### config.mk
export PLATFORM = sky130hd
export DESIGN_NAME = l1_stream_ptr_v2
export DESIGN_NICKNAME = d
export VERILOG_FILES = /design/src/rtl/l1_stream_ptr_v2.sv
export SDC_FILE = /design/constraint.sdc
export NUM_CORES = 1
export LEC_CHECK = 0
export BUFFER_PORTS_ARGS = -buffer_cell sky130_fd_sc_hd__buf_2
export CAP_MARGIN = 30
export CORE_AREA = 2 2 90 92
export DETAILED_ROUTE_END_ITERATION = 10
export DIE_AREA = 0 0 92 94
export PLACE_DENSITY = 0.79
export SLEW_MARGIN = 20
export SYNTH_ARGS = -nofsm -noshare
export SYNTH_HDL_FRONTEND = slang
export SYNTH_SLANG_ARGS = --single-unit
### constraint.sdc
create_clock -name clk -period 15.61 [get_ports clk]
set_input_delay 0.7805 -clock clk [delete_from_list [all_inputs] [get_ports clk]]
set_output_delay 0.7805 -clock clk [all_outputs]
set_load 0.02 [all_outputs]
### src/rtl/l1_stream_ptr_v2.sv
// Global read pointer and L2 line-request tracker for one stream of the L1 buffer,
// with programmable length, IDLE/ACTIVE/DRAIN control and last-line read capping.
module l1_stream_ptr_v2 #(
    parameter int nports    = 8,
    parameter int ncl       = 16,
    parameter int cl_size   = 8,
    parameter int min_cl    = 2,
    parameter int len_width = 16,
    localparam int ncl_width   = $clog2(ncl + 1),
    localparam int clid_width  = $clog2(ncl),
    localparam int clofs_width = $clog2(cl_size),
    localparam int width       = clid_width + clofs_width,
    localparam int inc_width   = $clog2(nports + 1)
) (
    input  logic                  clk,
    input  logic                  reset,
    input  logic                  i_rst_v,
    output logic                  i_rst_r,
    input  logic [clid_width-1:0] i_rst_ea_b,
    input  logic [len_width-1:0]  i_rst_len,
    input  logic [nports-1:0]     i_rd_v,
    output logic [nports-1:0]     i_rd_r,
    output logic [width-1:0]      o_d,
    output logic                  o_single_v,
    output logic                  o_clreq_v,
    input  logic                  o_clreq_r,
    output logic [clid_width-1:0] o_clreq_clid,
    input  logic                  i_clrsp_v,
    output logic                  i_clrsp_r,
    output logic                  o_active,
    output logic                  o_done
);

    typedef enum logic [1:0] {IDLE, ACTIVE, DRAIN} state_t;

    state_t                  state;
    logic [ncl_width-1:0]    rcnt, pend, outst;
    logic [ncl_width-1:0]    rcnt_nxt, pend_nxt, outst_nxt;
    logic [len_width-1:0]    left;
    logic                    len_zero;
    logic [clid_width-1:0]   reqptr, clid;
    logic [clofs_width-1:0]  clofs;

    logic                    start_hs, rd_open, rd_cap, req_hs, rsp_hs, carry;
    logic                    pend_inc, left_dec;
    logic [nports-1:0]       rd_r, rd_acc;
    logic [inc_width-1:0]    rd_inc;
    logic [clofs_width:0]    ofs_sum, cap_lim, taken;

    function automatic logic [inc_width-1:0] popcount(input logic [nports-1:0] v);
        logic [inc_width-1:0] n;
        n = '0;
        for (int i = 0; i < nports; i++) n = n + inc_width'(v[i]);
        return n;
    endfunction

    // Restart is only safe once no L2 response can still arrive for the old stream.
    assign i_rst_r  = (state == IDLE) || (outst == '0);
    assign start_hs = i_rst_v && i_rst_r;

    always_comb begin
        rd_open = 1'b0;
        rd_cap  = 1'b0;
        case (state)
            ACTIVE: rd_open = (rcnt >= ncl_width'(min_cl));
            DRAIN: begin
                rd_open = (rcnt >= ncl_width'(min_cl)) ||
                          ((rcnt == ncl_width'(1)) && (outst == '0));
                rd_cap  = (rcnt == ncl_width'(1));
            end
            default: ;
        endcase
        if (start_hs) rd_open = 1'b0;
    end

    // On the final line only the reads that fit before the line end are granted.
    always_comb begin
        rd_r    = '0;
        taken   = '0;
        cap_lim = (clofs_width + 1)'(cl_size) - {1'b0, clofs};
        if (rd_open) begin
            if (!rd_cap) begin
                rd_r = '1;
            end else begin
                for (int p = 0; p < nports; p++) begin
                    if (i_rd_v[p] && (taken < cap_lim)) begin
                        rd_r[p] = 1'b1;
                        taken   = taken + 1'b1;
                    end
                end
            end
        end
    end

    assign i_rd_r  = rd_r;
    assign rd_acc  = i_rd_v & rd_r;
    assign rd_inc  = popcount(rd_acc);
    assign ofs_sum = {1'b0, clofs} + (clofs_width + 1)'(rd_inc);
    assign carry   = ofs_sum[clofs_width];

    assign o_clreq_v    = (state != IDLE) && (pend != '0) && !start_hs;
    assign o_clreq_clid = reqptr;
    assign req_hs       = o_clreq_v && o_clreq_r;
    assign i_clrsp_r    = (state != IDLE) && (outst != '0);
    assign rsp_hs       = i_clrsp_v && i_clrsp_r;

    assign pend_inc  = carry && (len_zero || (left != '0));
    assign left_dec  = carry && !len_zero && (left != '0);
    assign rcnt_nxt  = rcnt + ncl_width'(rsp_hs) - ncl_width'(carry);
    assign pend_nxt  = pend + ncl_width'(pend_inc) - ncl_width'(req_hs);
    assign outst_nxt = outst + ncl_width'(req_hs) - ncl_width'(rsp_hs);

    assign o_d        = {clid, clofs};
    assign o_single_v = (rcnt == ncl_width'(1));
    assign o_active   = (state != IDLE);

    always_ff @(posedge clk or negedge reset) begin
        if (!reset) begin
            state    <= IDLE;
            rcnt     <= '0;
            pend     <= '0;
            outst    <= '0;
            left     <= '0;
            len_zero <= 1'b0;
            reqptr   <= '0;
            clid     <= '0;
            clofs    <= '0;
            o_done   <= 1'b0;
        end else begin
            o_done <= 1'b0;
            if (start_hs) begin
                state    <= ACTIVE;
                clid     <= i_rst_ea_b;
                reqptr   <= i_rst_ea_b;
                clofs    <= '0;
                rcnt     <= '0;
                outst    <= '0;
                len_zero <= (i_rst_len == '0);
                if (i_rst_len == '0) begin
                    pend <= ncl_width'(ncl);
                    left <= '0;
                end else if ({1'b0, i_rst_len} >= (len_width + 1)'(ncl)) begin
                    pend <= ncl_width'(ncl);
                    left <= i_rst_len - len_width'(ncl);
                end else begin
                    pend <= ncl_width'(i_rst_len);
                    left <= '0;
                end
            end else begin
                clofs <= ofs_sum[clofs_width-1:0];
                rcnt  <= rcnt_nxt;
                pend  <= pend_nxt;
                outst <= outst_nxt;
                if (carry)    clid   <= clid + 1'b1;
                if (req_hs)   reqptr <= reqptr + 1'b1;
                if (left_dec) left   <= left - 1'b1;
                case (state)
                    ACTIVE: if (!len_zero && (left == '0) && (pend == '0)) state <= DRAIN;
                    DRAIN: begin
                        if ((rcnt_nxt == '0) && (outst_nxt == '0)) begin
                            state  <= IDLE;
                            o_done <= 1'b1;
                        end
                    end
                    default: ;
                endcase
            end
        end
    end

endmodule

==> results of run 1 <==
## cell usage after synthesis (4+ instances only)
cell type / n / area share (%)
mux2i_1: 4 / 0.92
nand2b_1: 5 / 0.71
nand3b_1: 5 / 0.86
o21a_1: 4 / 0.69
a21o_1: 8 / 1.4
ha_1: 54 / 15
o21ai_0: 21 / 2.4
nor2b_1: 6 / 0.86
nor2_1: 51 / 4.4
and2_1: 6 / 0.86
nand3_1: 8 / 0.92
nor4b_1: 5 / 1.0
a22o_1: 7 / 1.4
nand2_1: 51 / 4.4
inv_1: 55 / 4.7
clkbuf_1: 7 / 0.60
o22ai_1: 4 / 0.57
a31oi_1: 5 / 0.71
xnor2_1: 21 / 4.2
nor3_1: 7 / 0.80
xor2_1: 17 / 3.4
a21oi_1: 49 / 5.6
or3_1: 4 / 0.57
dfrtp_1: 46 / 26
nand4_1: 7 / 1.0
fa_1: 8 / 3.7
## critical path, delay by kind of cell (launching register included)
kind	cells	cell delay, ns
AO/OA/AOI/OAI	22	4.47
XOR/XNOR	5	1.31
adder cells (fa/ha/maj)	13	4.18
buffers and inverters	5	0.56
flip-flops	1	0.60
AND/OR/NAND/NOR	14	2.70
## logic make-up (layout without fill, tap and decap cells)
logic type      Yosys count  in the layout  share of synthesized area, %
simple gates            179            179                         20.73
compound gates          119            119                         17.64
buf+inv                  67            124                         6.005
fa+ha+maj                62             62                         19.10
flops                    46             46                         26.31
xor+xnor                 38             38                         7.607
mux                       9              9                         2.516
other cells               1              1                       0.08571
## per-layer routing
metal | share of wire [%] | track usage [%] | up-vias | wire length (um)
li1 | - | - | 1918 | -
met1 | 45 | 32.77 | 1883 | 4726
met2 | 49 | 44.24 | 98 | 5090
met3 | 4.0 | 3.451 | 23 | 421
met4 | 2.0 | 7.960 | 0 | 209
met5 | 0 | 0 | - | 0
## layout make-up
cell class | instances | share of cell area [%]
clock buffer | 7 | 1.563
clock inverter | 1 | 0.6149
inverter | 55 | 4.228
multi-input combinational | 408 | 60.70
sequential | 46 | 23.57
tap | 102 | 2.613
timing repair buffer | 61 | 6.713
## stage by stage
stage	utilization, %	area (um^2)
after floorplan	-	4375
after global placement	62.43	4750
after detailed placement	62.80	4777
after CTS	64.19	4883
after global routing	64.19	4883
final	64.19	4883
## registers in the layout (all words and copies together) (netlist names)
| name | flops |
|---|---|
| rcnt | 5 |
| clofs | 3 |
| o_clreq_clid | 4 |
| left | 16 |
| len_zero | 1 |
| pend | 5 |
| state | 2 |
| outst | 5 |
| clid | 4 |
| o_done | 1 |
## how the worst max path moves through the flow
stage	start	to	slack, ns	cells after the start
2_1_floorplan	clofs[0]	state[1]	2.74	60
3_3_place_gp	clofs[0]	state[1]	2.44	57
3_5_place_dp	clofs[0]	state[1]	1.87	59
4_1_cts	clofs[0]	state[1]	1.80	59
5_1_grt	clofs[0]	state[1]	0.62	60
6_report	clofs[0]	state[1]	1.68	59
==> impl_metrics.py, run 1 <==
metrics = {
    "placement": {
        "dpl.hpwl_um": 8273,
        "preCtsSetupSlack_ns": 1.870,
        "port_buffers": 57,
        "place.gp.congestion": 0.9288,
        "dp.cells": 672,
    },
    "sta": {
        "tightest_slew_ns": 0.7221,
        "drv_slew": 0,
        "fmax_mhz": 71.79,
        "min_period_ns": 13.93,
        "tns_ns": 0,
        "rsz0062_at_grt": "no",
        "skew_ns": 0.006548,
        "slew_headroom_pct": 51.51,
        "timing.final.crit_share_pct": 89.24,
        "setup_violations": 0,
        "finalHoldViolCount": 0,
        "setup_slack_ns": 1.680,
        "hold_slack_ns": 0.3949,
    },
    "hold_path": {
        "hp-class": "input pin to asynchronous set/reset pin",
    },
    "floorplanning": {
        "die_y_um": 94,
        "io_pins": 58,
        "die_w_um": 92,
        "dieArea_mm2": 0.008648,
        "core.rowCount": 32,
        "start_util_pct": 57.52,
        "core-area_mm2": 0.007607,
    },
    "worst_setup_path": {
        "r2r_slack_ns": 1.68,
        "cpPeakStageDelay_ns": 0.60,
        "reg2reg_from": "clofs[0]",
        "cpMaxStageDelayCell": "dfrtp_1",
        "reg2reg_depth": 59,
        "critical_path_class": "flop to flop",
        "crit_path_max_fanout": 12,
        "start_kind": "flop",
        "cp.required_ns": 15.84,
        "crit_top_cell": "ha_1",
        "r2r_end": "state[1]",
        "setup.worst_path.end_class": "flop",
        "critPathArrivalTime_ns": 14.16,
    },
    "routing": {
        "drt_wl_total_um": 10450,
        "avgRoutedWirePerCell_um": 15.36,
        "drtAntennaViolNets": 0,
        "firstDrtPassIters": 4,
        "vias_per_cell": 5.768,
        "via_count": 3922,
        "drt-initial-drc-count": 193,
        "drc": 0,
    },
    "global_route": {
        "antenna_found_initial": 0,
        "first_global_vias": 3847,
        "grt_first_pass_wirelength_um": 17700,
        "grt_max_degree": 33,
        "grt_usage_pct": 25.36,
        "grt_overflow": 0,
    },
    "synthesis": {
        "synth_edf_count": 0,
        "ys_warn_count": 0,
        "yosys_register_bits": 46,
        "synth_seq_area_share_pct": 26.31,
        "yosys_most_used_dff": "dfrtp_1",
        "synth_cell_types": 61,
        "async_flop_share_pct": 100.0,
        "synthesis.instances": 521,
        "syn-num-nets": 616,
        "syn_area_per_cell_um2": 8.398,
        "synth_area_mm2": 0.004375,
    },
    "layout": {
        "antenna_cells": 0,
        "layout.cells.non_filler": 680,
        "fillers": 661,
        "seqCellArea_mm2": 0.001151,
        "area_growth_pct": 11.61,
        "final_cell_mix": "57 x buf_2, 55 x inv_1, 54 x ha_1",
        "multiInputGateArea_mm2": 0.002964,
        "final_nets": 672,
        "drive_gt1_share_pct": 15.05,
        "layout_commonest_cell": "buf_2",
    },
    "clocking": {
        "clock-root-buffer": "clkbuf_8",
        "postCtsSetupBuffers": 0,
        "holdBufCountCts": 0,
        "cts_tree": "done",
        "htreeDepth": 2,
        "clock_latency_ns": 0.30,
        "clk_pin_slew_ns": 0.09,
        "ctsResizeCount": 0,
        "cts_sinks": 46,
        "numCtsBuffers": 5,
        "cts_buffer_depth": 2,
    },
    "run_status": {
        "status": "completed",
    },
    "job": {
        "drv_cap": 0,
    },
}
Power of run 1 is not shown: default switching activity piles up to over one toggle a cycle in this logic, so the estimate is an artifact.
==> run 2: changes to the inputs <==
CORE_AREA = 2 2 94 96   (was 2 2 90 92)
DIE_AREA = 0 0 96 98   (was 0 0 92 94)
PLACE_DENSITY = 0.76   (was 0.79)
clock period = 11.5 ns   (was 15.61 ns; I/O delays follow)
==> impl_metrics.py, run 2 (synthesized netlist as in run 1, its figures left out) <==
metrics = {
    "routing": {
        "drc": 0,
        "drt_wl_total_um": 11750,
        "drtAntennaViolNets": 0,
        "drt-initial-drc-count": 193,
        "via_count": 4165,
        "vias_per_cell": 5.761,
        "avgRoutedWirePerCell_um": 16.25,
        "firstDrtPassIters": 4,
    },
    "layout": {
        "regMostFlops": "left",
        "final_cell_mix": "57 x buf_2, 51 x nand2_1, 50 x nor2_1",
        "layout_commonest_cell": "buf_2",
        "drive_gt1_share_pct": 30.08,
        "antenna_cells": 0,
        "final_nets": 709,
        "fillers": 684,
        "area_growth_pct": 26.51,
        "largest_reg_flops": 16,
    },
    "sta": {
        "hold_slack_ns": 0.3509,
        "setup_violations": 1,
        "finalHoldViolCount": 0,
        "skew_ns": 0.007876,
        "tightest_slew_ns": 0.6254,
        "setup_slack_ns": -0.002310,
        "timing.final.crit_share_pct": 100.0,
        "slew_headroom_pct": 57.99,
        "tns_ns": -0.002310,
        "min_period_ns": 11.50,
        "rsz0062_at_grt": "yes",
        "fmax_mhz": 86.94,
        "drv_slew": 0,
    },
    "global_route": {
        "antenna_found_initial": 0,
        "grt_max_degree": 47,
        "grt_overflow": 0,
        "grt_usage_pct": 24.32,
        "first_global_vias": 4009,
        "grt_first_pass_wirelength_um": 18650,
    },
    "worst_setup_path": {
        "cpMaxStageDelayCell": "fa_1",
        "critical_path_class": "flop to flop",
        "cp.required_ns": 11.74,
        "crit_top_cell": "ha_4",
        "setup.worst_path.end_class": "flop",
        "cpPeakStageDelay_ns": 0.50,
        "crit_path_max_fanout": 4,
        "start_kind": "flop",
        "critPathArrivalTime_ns": 11.74,
        "crit_family": "compound AO/OA/AOI/OAI gates",
        "cp_num_buf_inv": 5,
    },
    "clocking": {
        "cts_sinks": 46,
        "htreeDepth": 2,
        "clock_latency_ns": 0.30,
        "clock-root-buffer": "clkbuf_8",
        "cts_buffer_depth": 2,
        "cts_tree": "done",
        "clk_pin_slew_ns": 0.10,
        "numCtsBuffers": 5,
    },
    "floorplanning": {
        "core.rowCount": 34,
        "die_y_um": 98,
        "die_w_um": 96,
        "start_util_pct": 51.68,
        "core-area_mm2": 0.008466,
        "io_pins": 58,
        "dieArea_mm2": 0.009408,
    },
    "placement": {
        "port_buffers": 57,
        "place.gp.congestion": 0.9816,
        "dpl.hpwl_um": 8415,
    },
    "job": {
        "drv_cap": 0,
    },
    "hold_path": {
        "hp-class": "input pin to asynchronous set/reset pin",
    },
    "run_status": {
        "status": "finished with violations",
        "violations": "setup timing",
    },
}
## run 2: cell types whose count changed in the layout (fill, tap and decap cells not counted), sizes merged
cell / previous run / this run
bufinv: 1 / 0
clkinv: 0 / 3
buf: 61 / 98
inv: 55 / 54
clkinvlp: 0 / 1
clkbuf: 7 / 5
## run 2: stage by stage
step	instances	util [%]	worst slack [ns]	cell area (um^2)
detailed placement	686	59.37	-0.2951	5026
global placement	686	59.37	0.04861	5026
finish	723	65.39	-0.002310	5535
CTS	700	61.22	0.02490	5182
floorplan	521	-	0.002048	4569
global route	723	65.39	-0.5288	5535
## run 2: area by class of cell
class	instances	area, um^2	area share (%)
multi-input cells	408	3346	60.44
flip-flops and latches	46	1152	20.82
repair buffers	98	600.6	10.85
inverters	55	211.5	3.820
well taps	108	135.1	2.441
clock buffers	5	68.82	1.243
clock inverters	3	21.27	0.3843
## run 2: timing repair
| item | CTS | global route |
|---|---|---|
| pin swaps | 9 | 21 |
| hold buffers | 0 | 0 |
| resized for setup | 6 | 37 |
| setup endpoints to repair | 3 | 21 |
| setup buffers | 6 | 24 |
## run 2: path summary, 6_finish.rpt
kind / slack [ns] / end / start / cells after the start
max in group asynchronous: 10.71 / clofs[0] / reset / 2
setup reg to reg: -0.002 / state[1] / clofs[0] / 60
hold reg to reg: 0.54 / state[0] / state[0] / 2
min in group clk: 0.53 / pend[3] / i_rst_len[3] / 3
setup / recovery: -0.002 / state[1] / clofs[0] / 60
hold / removal: 0.35 / o_clreq_clid[1] / reset / 2
## run 2: routing by layer
layer,routed length (um),part of all wire [%],global-route usage [%],vias up
met5,0,0,0,-
met4,260,2.2,6.374,0
met3,767,6.5,4.012,38
met2,5872,50,40.60,168
met1,4848,41,32.51,1972
li1,-,-,-,1987
Power of run 2 is left out for the same reason.
